## src/rtl/ml_frame_pkg.sv

```systemverilog
// ml_frame_pkg
//   Shared definitions for the ML harness receive framing stage:
//   decoder state encoding, error cause codes and the default
//   start-of-frame byte.
package ml_frame_pkg;

  typedef enum logic [2:0] {
    ST_IDLE = 3'd0,
    ST_CMD  = 3'd1,
    ST_LEN  = 3'd2,
    ST_DATA = 3'd3,
    ST_CHK  = 3'd4,
    ST_HOLD = 3'd5
  } state_t;

  localparam logic [1:0] ERR_NONE  = 2'd0;
  localparam logic [1:0] ERR_LEN   = 2'd1;
  localparam logic [1:0] ERR_CHK   = 2'd2;
  localparam logic [1:0] ERR_ABORT = 2'd3;

  localparam logic [7:0] SOF_DEFAULT = 8'hA5;

endpackage

```

## src/rtl/ml_frame_buffer.sv

```systemverilog
// ml_frame_buffer
//   MAX_LEN x 8 payload store: one write port, one registered read port.
//   Reads at or beyond the current frame length (rlen) return 8'h00.
//   Ports:
//     clk, rst_n         clock, async active-low reset (read register only)
//     we, waddr, wdata   write strobe, address, data
//     raddr, rlen        read address, current frame length
//     rdata              registered read data
module ml_frame_buffer #(
  parameter int MAX_LEN = 16
) (
  input  logic       clk,
  input  logic       rst_n,
  input  logic       we,
  input  logic [7:0] waddr,
  input  logic [7:0] wdata,
  input  logic [7:0] raddr,
  input  logic [7:0] rlen,
  output logic [7:0] rdata
);

  localparam int AW = (MAX_LEN > 1) ? $clog2(MAX_LEN) : 1;
  localparam logic [7:0] MAX8 = 8'(MAX_LEN);

  logic [7:0] mem [MAX_LEN];

  // Payload storage is deliberately not reset.
  always_ff @(posedge clk) begin
    if (we && (waddr < MAX8)) begin
      mem[waddr[AW-1:0]] <= wdata;
    end
  end

  // The MAX8 guard keeps a non power-of-two depth from indexing past the array.
  always_ff @(posedge clk or negedge rst_n) begin
    if (!rst_n) begin
      rdata <= 8'h00;
    end else if ((raddr < rlen) && (raddr < MAX8)) begin
      rdata <= mem[raddr[AW-1:0]];
    end else begin
      rdata <= 8'h00;
    end
  end

endmodule

```

## src/rtl/ml_frame_decoder.sv

```systemverilog
// ml_frame_decoder
//   Receive framing stage: parses SOF, CMD, LEN, payload, CHK from the SPI
//   byte stream, checks CHK = XOR(CMD, LEN, payload) and holds the frame
//   for the model loader.
//   Handshake: o_frame_valid stays high from the cycle after the CHK byte
//   until the cycle after an edge that samples o_frame_valid && i_frame_ready;
//   o_cmd, o_len and the payload are stable for that whole interval.
//   Ports:
//     clk, i_Rst_L                 clock, async active-low reset
//     i_rx_dv, i_rx_byte, i_cs_n   byte strobe/data, synchronised chip select
//     o_frame_valid, i_frame_ready frame handshake
//     o_cmd, o_len                 held frame header
//     i_rd_addr, o_rd_data         payload read port (1-cycle latency)
//     o_err, o_err_code            error pulse and cause
//     o_overrun                    byte dropped while a frame was held
//     o_busy                       decoder not idle
module ml_frame_decoder
  import ml_frame_pkg::*;
#(
  parameter int         MAX_LEN = 16,
  parameter logic [7:0] SOF     = SOF_DEFAULT
) (
  input  logic       clk,
  input  logic       i_Rst_L,
  input  logic       i_rx_dv,
  input  logic [7:0] i_rx_byte,
  input  logic       i_cs_n,
  output logic       o_frame_valid,
  input  logic       i_frame_ready,
  output logic [7:0] o_cmd,
  output logic [7:0] o_len,
  input  logic [7:0] i_rd_addr,
  output logic [7:0] o_rd_data,
  output logic       o_err,
  output logic [1:0] o_err_code,
  output logic       o_overrun,
  output logic       o_busy
);

  localparam logic [7:0] MAX8 = 8'(MAX_LEN);

  state_t     state;
  logic [7:0] xor_q;
  logic [7:0] widx;
  logic [7:0] widx_nxt;
  logic       in_frame;
  logic       abort;
  logic       buf_we;

  // Chip select only matters between SOF and the checksum byte.
  assign in_frame = (state == ST_CMD) || (state == ST_LEN) ||
                    (state == ST_DATA) || (state == ST_CHK);
  assign abort    = in_frame && i_cs_n;
  assign widx_nxt = widx + 8'd1;
  assign buf_we   = (state == ST_DATA) && i_rx_dv && !abort;

  assign o_frame_valid = (state == ST_HOLD);
  assign o_busy        = (state != ST_IDLE);

  always_ff @(posedge clk or negedge i_Rst_L) begin
    if (!i_Rst_L) begin
      state      <= ST_IDLE;
      xor_q      <= 8'h00;
      widx       <= 8'h00;
      o_cmd      <= 8'h00;
      o_len      <= 8'h00;
      o_err      <= 1'b0;
      o_err_code <= ERR_NONE;
      o_overrun  <= 1'b0;
    end else begin
      o_err      <= 1'b0;
      o_err_code <= ERR_NONE;
      o_overrun  <= 1'b0;
      if (abort) begin
        // Abort beats a byte arriving in the same cycle.
        o_err      <= 1'b1;
        o_err_code <= ERR_ABORT;
        state      <= ST_IDLE;
      end else begin
        case (state)
          ST_IDLE: begin
            if (i_rx_dv && (i_rx_byte == SOF)) state <= ST_CMD;
          end
          ST_CMD: begin
            if (i_rx_dv) begin
              o_cmd <= i_rx_byte;
              xor_q <= i_rx_byte;
              state <= ST_LEN;
            end
          end
          ST_LEN: begin
            if (i_rx_dv) begin
              if ((i_rx_byte == 8'h00) || (i_rx_byte > MAX8)) begin
                o_err      <= 1'b1;
                o_err_code <= ERR_LEN;
                state      <= ST_IDLE;
              end else begin
                o_len <= i_rx_byte;
                xor_q <= xor_q ^ i_rx_byte;
                widx  <= 8'h00;
                state <= ST_DATA;
              end
            end
          end
          ST_DATA: begin
            if (i_rx_dv) begin
              xor_q <= xor_q ^ i_rx_byte;
              widx  <= widx_nxt;
              if (widx_nxt == o_len) state <= ST_CHK;
            end
          end
          ST_CHK: begin
            if (i_rx_dv) begin
              if (i_rx_byte == xor_q) begin
                state <= ST_HOLD;
              end else begin
                o_err      <= 1'b1;
                o_err_code <= ERR_CHK;
                state      <= ST_IDLE;
              end
            end
          end
          ST_HOLD: begin
            // Bytes are never accepted here, even on the handshake edge.
            if (i_rx_dv) o_overrun <= 1'b1;
            if (i_frame_ready) state <= ST_IDLE;
          end
          default: state <= ST_IDLE;
        endcase
      end
    end
  end

  ml_frame_buffer #(
    .MAX_LEN (MAX_LEN)
  ) u_buf (
    .clk   (clk),
    .rst_n (i_Rst_L),
    .we    (buf_we),
    .waddr (widx),
    .wdata (i_rx_byte),
    .raddr (i_rd_addr),
    .rlen  (o_len),
    .rdata (o_rd_data)
  );

endmodule

```

## config.mk

```make
export PLATFORM = sky130hd
export DESIGN_NAME = ml_frame_decoder
export DESIGN_NICKNAME = d
export VERILOG_FILES = /design/src/rtl/ml_frame_pkg.sv /design/src/rtl/ml_frame_buffer.sv /design/src/rtl/ml_frame_decoder.sv
export SDC_FILE = /design/constraint.sdc
export NUM_CORES = 1
export LEC_CHECK = 0
export CELL_PAD_IN_SITES_DETAIL_PLACEMENT = 1
export CELL_PAD_IN_SITES_GLOBAL_PLACEMENT = 2
export CORE_ASPECT_RATIO = 0.6
export CORE_MARGIN = 1
export CORE_UTILIZATION = 47
export CTS_CLUSTER_SIZE = 10
export DETAILED_ROUTE_END_ITERATION = 8
export GPL_ROUTABILITY_DRIVEN = 0
export PLACE_DENSITY_LB_ADDON = 0.1
export SYNTH_ARGS = -nofsm -noshare
export SYNTH_HDL_FRONTEND = slang
export SYNTH_SLANG_ARGS = --single-unit
```

## constraint.sdc

```tcl
create_clock -name clk -period 7.1 [get_ports clk]
set_input_delay 1.775 -clock clk [delete_from_list [all_inputs] [get_ports clk]]
set_output_delay 1.775 -clock clk [all_outputs]
set_load 0.05 [all_outputs]
```

After elaboration in Yosys (flattened, before gate mapping)
Memory sizes are Yosys's and may differ from the RTL's.
Index checks and enable logic that the tools add are counted.
{"block": "totals", "register_bits": 47, "ramBits": 128, "in_bits": 21, "output_inout_bits": 30, "word_cells": 96, "n_memories": 1}
{"block": "classes", "add_sub_neg": 1, "order_cmp": 4, "n_eq_ne": 19, "mux": 38, "n_bitwise": 3, "n_reduce_logical": 21}
{"name": "u_buf.mem", "words": 16, "word_bits": 8, "read_ports": 1, "rd_ports_with_merged_regs": 0, "write_ports": 1, "line_no": "ml_frame_buffer.sv:25", "rtl": "logic [7:0] mem [MAX_LEN];"}
{"cell": "two-way mux 8 bit", "count": 8}
{"cell": "two-way mux 3 bit", "count": 9}
{"cell": "one-hot mux 8 bit (3 select lines)", "count": 1}
{"cell": "one-hot mux 3 bit (6 select lines)", "count": 1}
{"cell": "equality test 8 bit", "count": 2}
{"cell": "less-than comparator 8 x 5 -> 1 bit, second input constant", "count": 2}
{"cell": "one-hot mux 8 bit (2 select lines)", "count": 1}
{"cell": "!= test 3 bit, second input constant", "count": 5}
{"cell": "two-way mux 1 bit", "count": 12}
{"cell": "adder 8 x 1 -> 8 bit, second input constant", "count": 1}
{"cell": "equality test 8 bit, second input constant", "count": 1}
{"cell": "> comparator 8 x 5 -> 1 bit, second input constant", "count": 1}
{"cell": "logical NOT 8 bit", "count": 1}
{"cell": "less-than comparator 8 bit", "count": 1}
{"cell": "two-way mux 2 bit", "count": 4}
{"cell": "!= test 2 bit, second input constant", "count": 4}
{"cell": "bitwise XOR 8 bit", "count": 1}
{"cell": "AND reduction 7 bit", "count": 1}
{"cell": "equality test 3 x 2 -> 1 bit, second input constant", "count": 2}
{"cell": "equality test 3 bit, second input constant", "count": 2}
{"cell": "logical AND 1 bit", "count": 6}
{"cell": "AND reduction 6 bit", "count": 1}
{"cell": "nonzero test 3 bit", "count": 2}
{"cell": "AND reduction 5 bit", "count": 1}
{"cell": "12 further kinds", "count": 16}

Longest topological paths before layout
{"block": "depth", "depth_word": 10, "mapped_depth": 8, "ltp_nobuf": 8}

Modules after synthesis
Synthesis repeated with hierarchy kept, for this count alone.
{"block": "hier_totals", "cells_unflattened": 488, "area_unflattened_um2": 7633.6}
{"mod": "ml_frame_buffer", "instances": 1, "cells_each": 261, "area_each_um2": 5375.2, "seq_area_each_um2": 4043.9}
{"mod": "ml_frame_decoder", "instances": 1, "cells_each": 227, "area_each_um2": 2258.4, "seq_area_each_um2": 975.9}

Least setup slack after synthesis
OpenSTA, ideal clock, no wires.
{"block": "synth_path", "path_type": "input-to-reg", "start": "input i_cs_n", "end": "memory u_buf.mem[3][0] (enable)", "setup_time_ps": 383, "arrival_ps": 3123, "required_time_ps": 6717, "path_slack_ps": 3593, "path_stages": 5, "path_buffers": 1, "path_cell_list": "buf_2 -> nand4b_2 -> nor2_1 -> nand2_1 -> nor3_1"}
{"block": "synth_via", "elab_chain_len": 6}
{"item": "from (decl)", "line_no": "ml_frame_decoder.sv:27", "rtl": "input logic i_cs_n,"}
{"item": "logical AND 1 bit", "line_no": "ml_frame_decoder.sv:53", "rtl": "assign abort = in_frame && i_cs_n;"}
{"item": "logical NOT 1 bit", "line_no": "ml_frame_decoder.sv:55", "rtl": "assign buf_we = (state == ST_DATA) && i_rx_dv && !abort;"}
{"item": "logical AND 1 bit", "line_no": "ml_frame_decoder.sv:55"}
{"item": "logical AND 1 bit", "line_no": "ml_frame_buffer.sv:29", "rtl": "if (we && (waddr < MAX8)) begin"}
{"item": "two-way mux 1 bit", "line_no": "ml_frame_buffer.sv:29"}
{"item": "two-way mux 1 bit (implied by the code)", "line_no": "ml_frame_buffer.sv:30", "rtl": "mem[waddr[AW-1:0]] <= wdata;"}
{"item": "to (decl)", "line_no": "ml_frame_buffer.sv:25"}
Every way passes these cells.

Final worst setup path
{"block": "layout_path", "start": "input i_cs_n", "end": "memory u_buf.mem[10][7] (enable)"}
Same word-level chain as after synthesis.

==> insert_results.sql <==
INSERT INTO impl_metrics (metric_group, metric, value, unit) VALUES
('logic_synthesis', 'synth.yosys.seq_area_share', '65.34', '%'),
('power_and_ir_drop', 'pwr_density_cell', '242.9', 'nW/µm²'),
('global_route', 'grt_start_max_net_pins', '48', ''),
('logic_synthesis', 'synthesis.area_per_instance', '15.40', 'µm²'),
('routing', 'drt_drc_violations_left', '0', ''),
('global_route', 'grt_pass1_wl', '29.19', 'mm'),
('routing', 'post_drt_via_cell_ratio', '5.941', ''),
('clock_tree', 'htree_num_levels', '4', ''),
('place', 'dpl_cell_area', '8351', 'µm²'),
('clock_tree', 'buffer_depth_of_the_longest_clock_path', '2', ''),
('timing', 'relSlewSlack', '30.99', '%'),
('final_layout', 'design.final.nets', '583', ''),
('clock_tree', 'post_cts_resized', '0', ''),
('power_and_ir_drop', 'ir_drop', '0.1641', 'mV'),
('critical_path', 'worst_r2r_start', 'state[1]$_DFFE_PN0P_', ''),
('logic_synthesis', 'yosys-top-cells-area', 'sky130_fd_sc_hd__edfxtp_1 (50%), sky130_fd_sc_hd__dfrtp_1 (15%), sky130_fd_sc_hd__mux4_2 (12%)', ''),
('logic_synthesis', 'synthMostInstantiatedCell', 'sky130_fd_sc_hd__edfxtp_1', ''),
('timing', 'hold_violations', '0', ''),
('routing', 'vias', '4557', ''),
('critical_path', 'worst-setup-path-type', 'primary input to register', ''),
('worst_hold_path', 'min_to', 'o_cmd[4]$_DFFE_PN0P_', ''),
('final_layout', 'areaGrowthSynthToFinish', '16.53', '%'),
('logic_synthesis', 'synth_largest_area_cell', 'sky130_fd_sc_hd__edfxtp_1', ''),
('clock_tree', 'clock-root-buffer', 'sky130_fd_sc_hd__clkbuf_16', ''),
('clock_tree', 'cts.hold.buffers_added', '0', ''),
('final_layout', 'diodes', '0', ''),
('logic_synthesis', 'synth_flop_cell', 'sky130_fd_sc_hd__edfxtp_1', ''),
('logic_synthesis', 'synthesis.instances', '499', ''),
('timing', 'fin_skew', '0.01472', 'ns'),
('final_layout', 'design_area', '8952', 'µm²'),
('floorplan', 'floorplan.die.width', '167.1', 'µm'),
('floorplan', 'initial_util', '49.14', '%'),
('global_route', 'gr-total-overflow', '0', ''),
('global_route', 'number_of_global_route_vias_before_repair', '4703', ''),
('clock_tree', 'clk_pin_slew', '0.08', 'ns'),
('timing', 'slew_viol_final', '0', ''),
('timing', 'worst_hold_slack', '0.5213', 'ns'),
('routing', 'ant_nets', '0', ''),
('clock_tree', 'post-cts-setup-buffers', '0', ''),
('outcome', 'run_status', 'finished, final reports clean', ''),
('routing', 'firstDrtPassIters', '4', ''),
('critical_path', 'regToRegEndpoint', 'u_buf.mem[10][7]$_DFFE_PP_', ''),
('logic_synthesis', 'yosys_warnings', '0', ''),
('routing', 'avgRoutedWirePerCell', '24.80', 'µm'),
('critical_path', 'critical_path_arrival', '4.27', 'ns'),
('timing', 'rsz0062_at_grt', 'no', ''),
('worst_hold_path', 'min-delay-path-class', 'register to register', ''),
('global_route', 'grt_antenna_before_repair', '0', ''),
('routing', 'route.final.wire_length', '19.02', 'mm'),
('job', 'cap_viol_max_count', '0', ''),
('critical_path', 'critPathMaxFanout', '15', ''),
('floorplan', 'num_rows', '35', ''),
('logic_synthesis', 'synth_edf_count', '128', ''),
('timing', 'timing.final.crit_period', '4.219', 'ns'),
('logic_synthesis', 'postSynthRegisterBits', '175', ''),
('logic_synthesis', 'synth_top_cells_by_count', 'sky130_fd_sc_hd__edfxtp_1 (128), sky130_fd_sc_hd__dfrtp_1 (47), sky130_fd_sc_hd__mux4_2 (40), sky130_fd_sc_hd__nand2_1 (39), sky130_fd_sc_hd__nor2_1 (31)', ''),
('clock_tree', 'clkLatencyLatePin', '0.44', 'ns'),
('global_route', 'overall_track_demand_over_capacity_in_global_routing', '24.33', '%'),
('critical_path', 'r2r.worst_path.cells', '6', ''),
('critical_path', 'r2r_slack', '3.76', 'ns'),
('critical_path', 'cp_data_required_time', '7.15', 'ns'),
('floorplan', 'die-area', '16880', 'µm²'),
('timing', 'period_share', '59.42', '%'),
('floorplan', 'fp.dieH', '101.0', 'µm'),
('logic_synthesis', 'synthesis.area', '7682', 'µm²'),
('power_and_ir_drop', 'total_power', '0.002174', 'W'),
('place', 'dp_hpwl', '12.75', 'mm'),
('critical_path', 'crit_path_start_kind', 'primary input', ''),
('worst_hold_path', 'timing.hold.worst.start', 'o_cmd[4]$_DFFE_PN0P_', ''),
('clock_tree', 'tritoncts_num_sinks', '175', ''),
('floorplan', 'io_pins', '51', '');
-- worst max-delay path, stage by stage --
cell,delay [ns]
sky130_fd_sc_hd__clkdlybuf4s50_1,0.55
sky130_fd_sc_hd__nand4b_2,0.53
sky130_fd_sc_hd__nor2_1,0.39
sky130_fd_sc_hd__nand2_1,0.20
sky130_fd_sc_hd__nor2_1,0.82
-- through the flow --
stage | setup slack (ns) | std cells | util [%]
2_1_floorplan | 3.593 | 499 | -
3_3_place_gp | 2.551 | 735 | 53.41
3_5_place_dp | 2.452 | 735 | 53.41
4_1_cts | 2.904 | 767 | 57.26
5_1_grt | 2.708 | 767 | 57.26
6_report | 2.881 | 767 | 57.26
-- sequential cells by signal, indices dropped and copies added (netlist names) --
| name | count |
|---|---|
| o_cmd | 8 |
| o_err_code | 2 |
| u_buf.mem | 128 |
| state | 3 |
| u_buf.rdata | 8 |
| o_overrun | 1 |
| xor_q | 8 |
| o_len | 8 |
| widx | 8 |
| o_err | 1 |
-- area by class of cell --
type | count | area [µm²]
sequential | 175 | 5020
timing repair buffer | 61 | 573.1
multi-input combinational | 281 | 2447
inverter | 15 | 56.30
tap | 203 | 254.0
clock buffer | 17 | 425.4
clock inverter | 15 | 176.4
fill | 1474 | 6681
-- kinds of logic (layout without fill, tap and decap cells) --
kind of cell | after synthesis | count (layout) | synth area share [%]
AO/OA/AOI/OAI | 77 | 77 | 6.352
XOR/XNOR | 15 | 15 | 1.710
adder cells (fa/ha/maj) | 11 | 11 | 1.792
buffers and inverters | 43 | 108 | 2.801
flip-flops | 175 | 175 | 65.34
multiplexers | 57 | 57 | 14.09
AND/OR/NAND/NOR | 121 | 121 | 7.915
-- how the worst max path moves through the flow --
stage / endpoint / cells past startpoint / from
floorplan: u_buf.mem[3][0]$_DFFE_PP_ / 5 / i_cs_n
global placement: o_len[0]$_DFFE_PN0P_ / 6 / i_rx_byte[3]
detailed placement: o_len[0]$_DFFE_PN0P_ / 6 / i_rx_byte[3]
CTS: o_frame_valid / 3 / state[0]$_DFFE_PN0P_
global route: u_buf.mem[9][7]$_DFFE_PP_ / 5 / i_cs_n
finish: u_buf.mem[10][7]$_DFFE_PP_ / 5 / i_cs_n
-- routing by layer --
layer | part of all wire, % | up-vias | wire (µm) | track usage, %
met5 | 0 | - | 0 | 0
met4 | 1.0 | 0 | 197 | 8.191
met2 | 43 | 120 | 8131 | 34.60
met3 | 6.4 | 11 | 1225 | 4.437
li1 | - | 2035 | - | -
met1 | 50 | 2391 | 9463 | 37.56
-- report_power, final --
part | internal (W) | total (W) | switching [W]
logic | 0.0000518 | 0.000128 | 0.0000766
registers | 0.00110 | 0.00111 | 0.00000451
clock network | 0.000474 | 0.000938 | 0.000463
-- cell usage in the layout (no fill, tap or decap), types with 8 or more instances in the layout --
master / netlist / routed
sky130_fd_sc_hd__mux2_2: 8 / 8
sky130_fd_sc_hd__edfxtp_1: 128 / 128
sky130_fd_sc_hd__a21oi_1: 26 / 26
sky130_fd_sc_hd__nand2_1: 39 / 39
sky130_fd_sc_hd__clkbuf_16: 0 / 17
sky130_fd_sc_hd__ha_1: 11 / 11
sky130_fd_sc_hd__xor2_1: 13 / 13
sky130_fd_sc_hd__nor2_1: 31 / 31
sky130_fd_sc_hd__o21ai_0: 17 / 17
sky130_fd_sc_hd__mux4_2: 40 / 40
sky130_fd_sc_hd__buf_4: 5 / 11
sky130_fd_sc_hd__dfrtp_1: 47 / 47
sky130_fd_sc_hd__clkdlybuf4s50_1: 0 / 48
sky130_fd_sc_hd__inv_1: 14 / 14
sky130_fd_sc_hd__mux2i_1: 8 / 8
sky130_fd_sc_hd__nor3_1: 9 / 9
No activity file was read; power rests on OpenSTA's default activity.
